<file path="src/rtl/fp_mul_norm_round.sv">
// Two-stage FP32 multiplier back end: S1 normalizes the raw 48-bit product, S2 rounds and packs.
// Define FP_MUL_RNE_EN for round-to-nearest-even; the default build rounds half-up.
module fp_mul_norm_round #(
  localparam int unsigned EXP_W  = 9,
  localparam int unsigned MANT_W = 48,
  localparam int unsigned RES_W  = 32
) (
  input  logic              clk,
  input  logic              rst_n,
  input  logic              in_valid,
  output logic              in_ready,
  input  logic              in_sign,
  input  logic [EXP_W-1:0]  in_exp_sum,
  input  logic [MANT_W-1:0] in_mant,
  output logic              out_valid,
  input  logic              out_ready,
  output logic [RES_W-1:0]  out_result,
  output logic              out_ovf,
  output logic              out_unf
);

  localparam int unsigned E_W    = 10;
  localparam int unsigned FRAC_W = 23;
  localparam int unsigned BIAS   = 127;
  localparam int unsigned EMAX   = 255;

  // Stage 1 registers
  logic              r_s1_valid;
  logic              r_sign;
  logic [E_W-1:0]    r_e;
  logic [FRAC_W-1:0] r_frac;
  logic              r_guard;
  logic              r_zero;
`ifdef FP_MUL_RNE_EN
  logic              r_sticky;
  logic              w_sticky;
`endif

  // Stage 2 (output) registers
  logic              r_out_valid;
  logic [RES_W-1:0]  r_out_result;
  logic              r_out_ovf;
  logic              r_out_unf;

  logic              w_s1_adv;
  logic              w_s2_adv;
  logic              w_norm;
  logic [FRAC_W-1:0] w_frac;
  logic              w_guard;
  logic [E_W-1:0]    w_e;
  logic              w_round_up;
  logic [FRAC_W:0]   w_frac_r;
  logic [E_W-1:0]    w_e_r;
  logic [RES_W-1:0]  w_result;
  logic              w_ovf;
  logic              w_unf;

  assign w_s2_adv = ~r_out_valid | out_ready;
  assign w_s1_adv = ~r_s1_valid | w_s2_adv;
  assign in_ready = w_s1_adv;

  // Normalize: the product of two 1.x significands has its leading one at bit 47 or 46
  assign w_norm  = in_mant[MANT_W-1];
  assign w_frac  = w_norm ? in_mant[46:24] : in_mant[45:23];
  assign w_guard = w_norm ? in_mant[23] : in_mant[22];
  assign w_e     = E_W'(in_exp_sum) - E_W'(BIAS) + E_W'(w_norm);
`ifdef FP_MUL_RNE_EN
  assign w_sticky = w_norm ? (|in_mant[22:0]) : (|in_mant[21:0]);
`endif

  always_ff @(posedge clk or negedge rst_n) begin
    if (!rst_n) begin
      r_s1_valid <= 1'b0;
      r_sign     <= 1'b0;
      r_e        <= '0;
      r_frac     <= '0;
      r_guard    <= 1'b0;
      r_zero     <= 1'b0;
`ifdef FP_MUL_RNE_EN
      r_sticky   <= 1'b0;
`endif
    end else if (w_s1_adv) begin
      r_s1_valid <= in_valid;
      if (in_valid) begin
        r_sign   <= in_sign;
        r_e      <= w_e;
        r_frac   <= w_frac;
        r_guard  <= w_guard;
        r_zero   <= (in_mant == '0);
`ifdef FP_MUL_RNE_EN
        r_sticky <= w_sticky;
`endif
      end
    end
  end

`ifdef FP_MUL_RNE_EN
  assign w_round_up = r_guard & (r_sticky | r_frac[0]);
`else
  assign w_round_up = r_guard;
`endif

  // A carry out of the fraction leaves it zero and bumps the exponent
  assign w_frac_r = {1'b0, r_frac} + (FRAC_W+1)'(w_round_up);
  assign w_e_r    = r_e + E_W'(w_frac_r[FRAC_W]);

  // Round and pack: zero beats overflow beats underflow
  always_comb begin
    w_result = {r_sign, w_e_r[7:0], w_frac_r[FRAC_W-1:0]};
    w_ovf    = 1'b0;
    w_unf    = 1'b0;
    if (r_zero) begin
      w_result = {r_sign, 31'b0};
    end else if (!w_e_r[E_W-1] && (w_e_r >= E_W'(EMAX))) begin
      w_result = {r_sign, 8'hFF, 23'b0};
      w_ovf    = 1'b1;
    end else if (w_e_r[E_W-1] || (w_e_r == '0)) begin
      w_result = {r_sign, 31'b0};
      w_unf    = 1'b1;
    end
  end

  always_ff @(posedge clk or negedge rst_n) begin
    if (!rst_n) begin
      r_out_valid  <= 1'b0;
      r_out_result <= '0;
      r_out_ovf    <= 1'b0;
      r_out_unf    <= 1'b0;
    end else if (w_s2_adv) begin
      r_out_valid <= r_s1_valid;
      if (r_s1_valid) begin
        r_out_result <= w_result;
        r_out_ovf    <= w_ovf;
        r_out_unf    <= w_unf;
      end
    end
  end

  assign out_valid  = r_out_valid;
  assign out_result = r_out_result;
  assign out_ovf    = r_out_ovf;
  assign out_unf    = r_out_unf;

endmodule
</file>
<file path="config.mk">
export PLATFORM = sky130hd
export DESIGN_NAME = fp_mul_norm_round
export DESIGN_NICKNAME = d
export VERILOG_FILES = /design/src/rtl/fp_mul_norm_round.sv
export SDC_FILE = /design/constraint.sdc
export NUM_CORES = 1
export LEC_CHECK = 0
export CAP_MARGIN = 20
export CORE_MARGIN = 3
export CORE_UTILIZATION = 53
export DETAILED_ROUTE_END_ITERATION = 12
export PLACE_DENSITY = 0.87
export SLEW_MARGIN = 20
export SYNTH_ARGS = -nofsm -noshare
export SYNTH_HDL_FRONTEND = slang
export SYNTH_SLANG_ARGS = --single-unit
</file>
<file path="constraint.sdc">
create_clock -name clk -period 5.9 [get_ports clk]
set_input_delay 1.77 -clock clk [delete_from_list [all_inputs] [get_ports clk]]
set_output_delay 1.77 -clock clk [all_outputs]
set_load 0.005 [all_outputs]
</file>
Yosys cells after proc, flatten, opt, wreduce, memory -nomap -nowiden:

Index checks and enable logic that the tools add are counted.

* add/subtract/negate cells: 4
* multiply operators: 0
* div/mod/pow operators: 0
* magnitude comparators: 1
* eq/ne operators: 0
* shift-type cells: 0
* mux-type cells: 10
* bitwise logic cells: 4
* reduce and logical (&&, ||, !) cells: 7

Operators with widths (count)
* $mux 31: 3
* $logic_not 48->1: 1
* $add 23x1->24: 1
* $mux 23: 1
* $add 10x1->10: 2
* $ge 10x8->1 const B: 1
* $logic_not 10->1: 1
* $sub 9x7->10 const B: 1
* $mux 1: 6
* $reduce_and 2->1: 2
* $not 1->1: 2
* $or 1x1->1: 2
* $logic_and 1x1->1: 1
* $logic_not 1->1: 1
* $logic_or 1x1->1: 1

* bits in registers: 72
* bits in latches: 0
* memory bits (writable): 0
* bits in read-only memories: 0
* input port bits: 62
* output and inout bits: 36
* word-level logic and storage cells: 36
* memories kept: 0

Depth between registers and ports, before layout:

Gate-level depths: netlist of the first run.

* word-level depth: 7
* depth in mapped cells: 15

Least setup slack after synthesis of the first run:

OpenSTA, ideal clock, no wires.

* path kind: input to output
* start: input port out_ready
* end: output port in_ready
* arrival time: 1.949 ns
* data required time: 4.130 ns
* path slack: 2.181 ns
* stages: 1
* path buffers: 0
* cells stage by stage: nand3b_1

* cells in the longest elaborated chain, start to end: 2

Ends and longest elaborated chain
* start: declaration: line 16 `input logic out_ready,`
* $or 1x1->1: line 58 `assign w_s2_adv = ~r_out_valid | out_ready;`
* $or 1x1->1: line 59 `assign w_s1_adv = ~r_s1_valid | w_s2_adv;`
* end: declaration: line 11 `output logic in_ready,`

Every way passes these cells.

Final worst setup path of the first run:

Same ends and word-level chain as after synthesis.

==> results of run 1 <==
where the power goes:
part	internal [W]	leakage, nW	switching (W)
Combinational	0.000229	1.15	0.000180
Clock	0.000159	0.0794	0.000161
Sequential	0.000585	0.906	0.0000839
Total	0.000973	2.13	0.000425
logic make-up after synthesis:
kind of cell,synth area share
and+or+nand+nor,0.190
AOI/OAI and AO/OA,0.152
DFF,0.452
xor gates and xnor gates,0.0791
muxes,0.0715
buffers and inverters,0.0339
adders and majority gates,0.0220
sequential cells by signal, indices dropped and copies added (netlist names):
name,cells
r_zero,1
r_guard,1
out_ovf,1
r_e,10
r_sign,1
r_frac,23
out_result,32
out_unf,1
r_s1_valid,1
out_valid,1
worst min-delay path by stage:
stage / startpoint / endpoint / slack (ns) / depth (start not counted)
floorplan: r_guard$_DFFE_PN0P_ / r_guard$_DFFE_PN0P_ / 0.45 / 2
global placement: out_result[30]$_DFFE_PN0P_ / out_result[30]$_DFFE_PN0P_ / 0.46 / 2
detailed placement: out_result[16]$_DFFE_PN0P_ / out_result[16]$_DFFE_PN0P_ / 0.47 / 2
CTS: out_result[16]$_DFFE_PN0P_ / out_result[16]$_DFFE_PN0P_ / 0.48 / 2
global route: out_result[8]$_DFFE_PN0P_ / out_result[8]$_DFFE_PN0P_ / 0.50 / 2
finish: out_result[19]$_DFFE_PN0P_ / out_result[19]$_DFFE_PN0P_ / 0.48 / 2
stage by stage:
stage / hold slack, ns / power, W / utilization / setup slack [ns]
after floorplan: 0.454 / 0.000866 / - / 2.18
after global placement: 0.460 / 0.00106 / 0.707 / 1.23
after detailed placement: 0.466 / 0.00108 / 0.707 / 1.19
after CTS: 0.481 / 0.00140 / 0.728 / 1.18
after global routing: 0.498 / 0.00148 / 0.732 / 1.15
final: 0.479 / 0.00140 / 0.732 / 1.20
layer usage:
layer,wire [µm],up-vias
met2,4710,144
met4,132,0
li1,-,1647
met1,4070,1625
met5,0,-
met3,604,17
cell type report:
class / count / area, µm² / share of cell area
Clock buffer: 13 / 149 / 0.0288
Clock inverter: 1 / 5.00 / 0.000969
Inverter: 4 / 15.0 / 0.00291
Multi-Input combinational cell: 307 / 2050 / 0.398
Sequential cell: 72 / 1800 / 0.349
Tap cell: 96 / 120 / 0.0233
Timing Repair Buffer: 102 / 1020 / 0.197
critical path, cell delays in order:
cell	delay, ns
clkdlybuf4s50_1	0.47
nand3b_1	0.16
clkdlybuf4s50_1	0.53
cell usage in the layout (no fill, tap or decap), types with 7 or more instances in the layout:
| cell | Yosys | layout |
|---|---|---|
| clkdlybuf4s50_1 | 0 | 96 |
| nand2_1 | 80 | 79 |
| dfrtp_1 | 72 | 72 |
| o21ai_0 | 35 | 35 |
| mux2i_1 | 24 | 24 |
| xor2_1 | 20 | 20 |
| xnor2_1 | 16 | 16 |
| nand3_1 | 15 | 15 |
| nor4_1 | 15 | 15 |
| o31ai_1 | 14 | 14 |
| nand4_1 | 11 | 11 |
| clkbuf_8 | 0 | 10 |
| nor2_1 | 9 | 9 |
| and3_1 | 8 | 8 |
| a221o_1 | 7 | 7 |
| ha_1 | 7 | 7 |
cell usage after synthesis, types with 5 or more instances:
cell	n	area share
dfrtp_1	72	0.45
and3_1	8	0.013
o31ai_2	6	0.019
ha_1	7	0.022
o21ai_0	35	0.044
mux2i_1	24	0.060
nor2_1	9	0.0085
clkbuf_1	13	0.012
xor2_1	20	0.044
nand2_1	80	0.075
nor4_1	15	0.024
buf_2	5	0.0063
a221o_1	7	0.018
xnor2_1	16	0.035
nand3_1	15	0.019
nand4_1	11	0.017
o31ai_1	14	0.026
==> flow_summary.toml, run 1 <==
[logic_synthesis]
yosysUniqueCellTypes = 47
syn_nets = 475
yosysSeqAreaShare = 0.452
yosysWarningCount = 0
postSynthAreaPerCell_um2 = 9.82
ys.flop_type = "dfrtp_1"
synth_edf_count = 0
syn_inst = 406
synthesis.area_um2 = 3990
synthArstFlopShare = 1.00
ys_seq_elements = 72

[floorplan]
io_pins = 98
row_count = 30
core_area_um2 = 7060
die_area_um2 = 8600
die_h_um = 92.7
fp.dieW_um = 92.7
start_util = 0.565

[timing]
tightest_slew_ns = 0.747
slew_headroom = 0.498
tns_ns = 0
rsz0062_at_grt = "false"
setup_viol = 0
finalHoldViolCount = 0
finalMaxSlewViolations = 0
max_freq_mhz = 213
clock_skew_ns = 0.00951
fin_crit_sh = 0.797
timing.final.crit_period_ns = 4.70

[pwr]
power.leakage_nw = 2.13
ir_worst_vdd_mv = 0.126
p_per_area_nw_per_um2 = 271

[setup_path]
endpoint = "in_ready"
rr_worst_depth = 13
cp-startpoint = "out_ready"
reg2reg_slack_ns = 1.68
required_ns = 4.13
r2r_start = "r_guard$_DFFE_PN0P_"
end_kind = "output pin"
setup.worst_path.class = "input port to output pin"
r2r_end = "out_result[21]$_DFFE_PN0P_"
cp_max_fo = 3
critPathArrivalTime_ns = 2.93
critPathLaunchType = "input port"

[global_route]
grtUsageMet1 = 0.309
antenna_found_initial = 0
grt_first_pass_wirelength_mm = 15.8
grt_overflow = 0
track_usage = 0.230
gr-max-usage-layer = "met2"
grtUsageMet2 = 0.386
grt_pass1_vias = 3378
use_met3 = 0.0422
grt_max_degree = 71

[cells_and_area]
syn_to_final_growth_pct = 29.5
n_antenna_cell = 0
nNetsFinal = 565
num-fill-cells = 518
final_layout_size_suffix_gt1_frac = 0.0802
fin_cells = 595
final_area_um2 = 5160

[placement]
routabilityCongestion = 0.910
placed_area_um2 = 4990
port_buffers = 97
placed_cells = 580
dp_hpwl_mm = 7.27

[route]
wl_mm = 9.53
wl_per_cell_um = 16.0
num_vias = 3433
drc = 0
post_drt_via_cell_ratio = 5.77
ant_nets = 0
dr.pass1.iters = 5
drtIter0Drc = 324

[clocking]
clockBufferDepth = 2
post_cts_resized = 0
cts.sinks = 72
holdBufCountCts = 0
cts_tree = "done"
path_clk_slew_ns = 0.06
clockRootBuffer = "clkbuf_8"
insertion_delay_ns = 0.33
htreeDepth = 3
cts_setup_buffers = 0
cts_buffers = 9

[min_path]
hold_path.class = "flop to flop"

[status]
outcome = "complete, no violations"

[run]
max_cap_violations = 0
(Power assumes the default switching activity.)
==> inputs of run 2 (changes only) <==
Settings changed: CORE_UTILIZATION 53 to 50, PLACE_DENSITY 0.87 to 0.83.
Clock period 5.9 ns to 4.85 ns, I/O delays scaled along.
==> run 2 against run 1 <==
Net effect: sequential cell count unchanged; power up 31%; clock-buffer cell count down 2; die area up 5.6%; critical path type unchanged; non-clock buffer count up 1; sequential power up 21%; critical endpoint unchanged.
==> flow_summary.toml, run 2 (synthesized netlist as in run 1, its figures left out) <==
[status]
outcome = "complete, no violations"

[floorplan]
row_count = 31
fp.dieW_um = 95.3
core_area_um2 = 7490
io_pins = 98
die_area_um2 = 9080
die_h_um = 95.3
start_util = 0.533

[setup_path]
end_kind = "output pin"
required_ns = 3.39
cp-startpoint = "out_ready"
critPathArrivalTime_ns = 2.61
setup.worst_path.class = "input port to output pin"
r2r_start = "r_guard$_DFFE_PN0P_"
cpMostUsedCell = "clkdlybuf4s50_1"
crit_buf_inv = 2
crit_chain = "clkdlybuf4s50_1, nand3b_1, clkdlybuf4s50_1"
critPathLaunchType = "input port"
critPathTopFamily = "buffers and inverters"
cpMaxStageDelayCell = "clkdlybuf4s50_1"
slowest_delay_ns = 0.53
cp_max_fo = 3

[route]
dr.pass1.iters = 5
drc = 0
wl_per_cell_um = 15.1
post_drt_via_cell_ratio = 5.52
wl_mm = 9.06
num_vias = 3315
drtIter0Drc = 166
ant_nets = 0

[clocking]
insertion_delay_ns = 0.35
path_clk_slew_ns = 0.07
htreeDepth = 3
clockBufferDepth = 2
cts_buffers = 9
cts_tree = "done"
post_cts_resized = 0
holdBufCountCts = 0
cts_setup_buffers = 0
cts.sinks = 72
clockRootBuffer = "clkbuf_8"

[cells_and_area]
syn_to_final_growth_pct = 31.0
final_cell_mix = "clkdlybuf4s50_1, nand2_1, dfrtp_1, o21ai_0, mux2i_1"
regArea_um2 = 1800
n_antenna_cell = 0
largest_register_ff_count = 32
num-fill-cells = 544
final_area_um2 = 5230
final_common_cell = "clkdlybuf4s50_1"
final_layout_size_suffix_gt1_frac = 0.0896
nNetsFinal = 566
multiInputGateArea_um2 = 2050

[timing]
clock_skew_ns = 0.00848
fin_crit_sh = 0.838
finalMaxSlewViolations = 0
max_freq_mhz = 246
finalHoldViolCount = 0
slew_headroom = 0.498
timing.final.crit_period_ns = 4.06
tightest_slew_ns = 0.747
rsz0062_at_grt = "false"
setup_viol = 0
tns_ns = 0

[run]
max_cap_violations = 0

[min_path]
hold_path.class = "flop to flop"
min_from = "out_ovf$_DFFE_PN0P_"

[pwr]
p_per_area_nw_per_um2 = 349
power.leakage_nw = 2.16
ir_worst_vdd_mv = 0.177

[global_route]
grt_overflow = 0
grt_first_pass_wirelength_mm = 15.3
use_met3 = 0.0442
grt_max_degree = 48
gr-max-usage-layer = "met2"
antenna_found_initial = 0
grt_pass1_vias = 3307
grtUsageMet2 = 0.338
grtUsageMet1 = 0.297
track_usage = 0.218

[placement]
dp_hpwl_mm = 7.14
port_buffers = 97
placed_area_um2 = 5000
routabilityCongestion = 0.878
-- run 2: changes by cell type in the layout (fill, tap and decap cells not counted) --
cell	change
clkbuf_1	-2
buf_12	-1
inv_6	+1
clkinv_2	+1
buf_4	+1
bufinv_16	+2
buf_2	+1
-- run 2: path summary, 6_finish.rpt --
| kind | endpoint | cells past startpoint | slack, ns |
|---|---|---|---|
| max | in_ready | 3 | 0.79 |
| min | out_ovf$_DFFE_PN0P_ | 1 | 0.48 |
| max reg2reg | out_result[15]$_DFFE_PN0P_ | 14 | 0.97 |
| min reg2reg | out_ovf$_DFFE_PN0P_ | 1 | 0.48 |
| max in group asynchronous | out_result[2]$_DFFE_PN0P_ | 2 | 2.78 |
| min in group asynchronous | out_result[31]$_DFFE_PN0P_ | 1 | 1.10 |
-- run 2: metal layers --
metal,part of all wire,up-vias,routed length (µm)
li1,-,1646,-
met1,0.47,1543,4210
met2,0.46,110,4150
met3,0.056,16,509
met4,0.021,0,189
met5,0,-,0
-- run 2: final cells by class --
| class | instances | share of cell area |
|---|---|---|
| inverters | 4 | 0.00287 |
| clock inverters | 5 | 0.0151 |
| well taps | 99 | 0.0237 |
| flip-flops and latches | 72 | 0.345 |
| repair buffers | 103 | 0.193 |
| multi-input cells | 307 | 0.393 |
| clock buffers | 11 | 0.0271 |
-- run 2: through the flow --
stage                      util  total power (W)  setup slack (ns)  instances  hold WS, ns
after detailed placement  0.669          0.00132             0.801        585        0.468
after global routing      0.698          0.00193             0.518        601        0.518
after CTS                 0.698          0.00184             0.786        601        0.485
final                     0.698          0.00183             0.788        601        0.479
after global placement    0.669          0.00130             0.810        585        0.460
after floorplan               -          0.00105              1.46        406        0.454
-- run 2: worst register-to-register path: cells and delay by family, from the launching register on --
| kind | cells | cell delay [ns] |
|---|---|---|
| AOI/OAI and AO/OA | 3 | 1.13 |
| xor gates and xnor gates | 1 | 0.13 |
| adders and majority gates | 3 | 0.74 |
| buffers and inverters | 1 | 0.18 |
| DFF | 1 | 0.36 |
| and+or+nand+nor | 6 | 1.22 |
-- run 2: power breakdown --
| part | switching, W | internal (W) | total (W) |
|---|---|---|---|
| combinational | 0.000215 | 0.000276 | 0.000491 |
| clock | 0.000220 | 0.000304 | 0.000524 |
| sequential | 0.0000994 | 0.000712 | 0.000811 |
| total | 0.000534 | 0.00129 | 0.00183 |
==> variant: new RTL, flow settings as in run 2 <==
Set the localparam `EMAX` to 128 (it was 255).
--- a/src/rtl/fp_mul_norm_round.sv
+++ b/src/rtl/fp_mul_norm_round.sv
@@ -23,5 +23,5 @@
   localparam int unsigned FRAC_W = 23;
   localparam int unsigned BIAS   = 127;
-  localparam int unsigned EMAX   = 255;
+  localparam int unsigned EMAX   = 128;
 
   // Stage 1 registers
Behaviour: not the same (Yosys sat finds a counterexample within 4 cycles, from zero or initial values and one cycle with rst_n low).
==> variant against run 2 <==
Sequential cell count unchanged; design area decreased by 2.8%; sequential share of layout area increased by 0.99 points; via count decreased by 3.0%; worst setup slack about the same; critical endpoint unchanged; non-clock buffer count decreased by 2; combinational power decreased by 17%; synthesized cell count decreased by 2.0%; wire length decreased by 5.7%; area after synthesis decreased by 4.3%; critical path type unchanged; power decreased by 5.1%; utilization decreased by 0.52 points; clock power increased by 3%; count of clock-buffer cells in the layout increased by 3.
==> variant: results <==
[status]
run_status = "finished, final reports clean"

[placement]
routabilityCongestion = 0.806
dp.cells = 578
placedInstanceArea_um2 = 4840
hpwl_um = 6590

[synthesis]
post_synth_mux_area_share = 0.0718
synthDistinctLibCells = 38
synth_fa_ha_area_frac = 0.0197
synth-xor-area-share = 0.0758
fraction_of_the_yosys_area_taken_by_sequential_cells = 0.472
synth_top_cells_by_area = "sky130_fd_sc_hd__dfrtp_1 47%, sky130_fd_sc_hd__nand2_1 7.4%, sky130_fd_sc_hd__mux2i_1 6.3%"
synth_nets = 466
netlist_top_cells_count = "75 x sky130_fd_sc_hd__nand2_1, 72 x sky130_fd_sc_hd__dfrtp_1, 43 x sky130_fd_sc_hd__o21ai_0"
synth_cells = 398
synth_compound_area_frac = 0.119

[global_routing]
grt_first_pass_wirelength_um = 14500
first_global_vias = 3190
maximum_number_of_pins_on_one_net_before_global_route_repair = 71
grtUsageTotal = 0.210
groute.layer.met2.usage = 0.337
global_route.usage.met3 = 0.0434
grt_util_met1 = 0.276

[sta]
timing.slew.headroom = 0.321
fin_skew_ns = 0.00968

[detailed_routing]
routed_via_density = 5.41
detail_route.wl_per_cell_um = 14.4
drtIter0Drc = 161
drt-total-wl_um = 8540
detail_route.first_pass.iterations = 4

[power_and_ir_drop]
vdd_ir_drop_max_mv = 0.193

[cells_and_area]
nets = 558
==> variant: stage by stage <==
stage | total power (uW) | setup slack [ns]
floorplan | 976 | 1.35
global placement | 1190 | 0.801
detailed placement | 1210 | 0.782
CTS | 1750 | 0.785
global route | 1830 | 0.726
finish | 1730 | 0.787
==> variant: layout make-up <==
type                       instances  area, um2  area share
clock buffer                      14        173      0.0340
clock inverter                     2       60.1      0.0118
inverter                           6       22.5     0.00443
multi-input combinational        300       1900       0.374
sequential                        72       1800       0.355
tap                               99        124      0.0244
timing repair buffer             101        998       0.197
==> variant: metal layers <==
metal | routed length [um] | vias to the layer above | share of wire
li1 | - | 1601 | -
met1 | 3860 | 1496 | 0.45
met2 | 4020 | 102 | 0.47
met3 | 486 | 17 | 0.057
met4 | 167 | 0 | 0.020
met5 | 0 | - | 0
==> variant: power by group through the flow <==
| stage | registers (uW) | logic (uW) | clock network [uW] |
|---|---|---|---|
| after floorplan | 779 | 197 | 0 |
| after global placement | 795 | 395 | 0 |
| after detailed placement | 800 | 407 | 0 |
| after CTS | 789 | 412 | 545 |
| after global routing | 807 | 451 | 568 |
| final | 790 | 407 | 538 |
==> variant: final timing paths <==
| path | start | to | slack (ns) | cells after the start |
|---|---|---|---|---|
| worst max-delay path | out_ready | in_ready | 0.79 | 3 |
| worst min-delay path | out_result[18]$_DFFE_PN0P_ | out_result[18]$_DFFE_PN0P_ | 0.48 | 2 |
| max in group asynchronous | rst_n | out_result[13]$_DFFE_PN0P_ | 2.97 | 2 |
| worst min register to register | out_result[18]$_DFFE_PN0P_ | out_result[18]$_DFFE_PN0P_ | 0.48 | 2 |
| worst max register to register | r_frac[6]$_DFFE_PN0P_ | out_result[2]$_DFFE_PN0P_ | 1.06 | 10 |
| min in group asynchronous | rst_n | out_result[10]$_DFFE_PN0P_ | 1.10 | 1 |
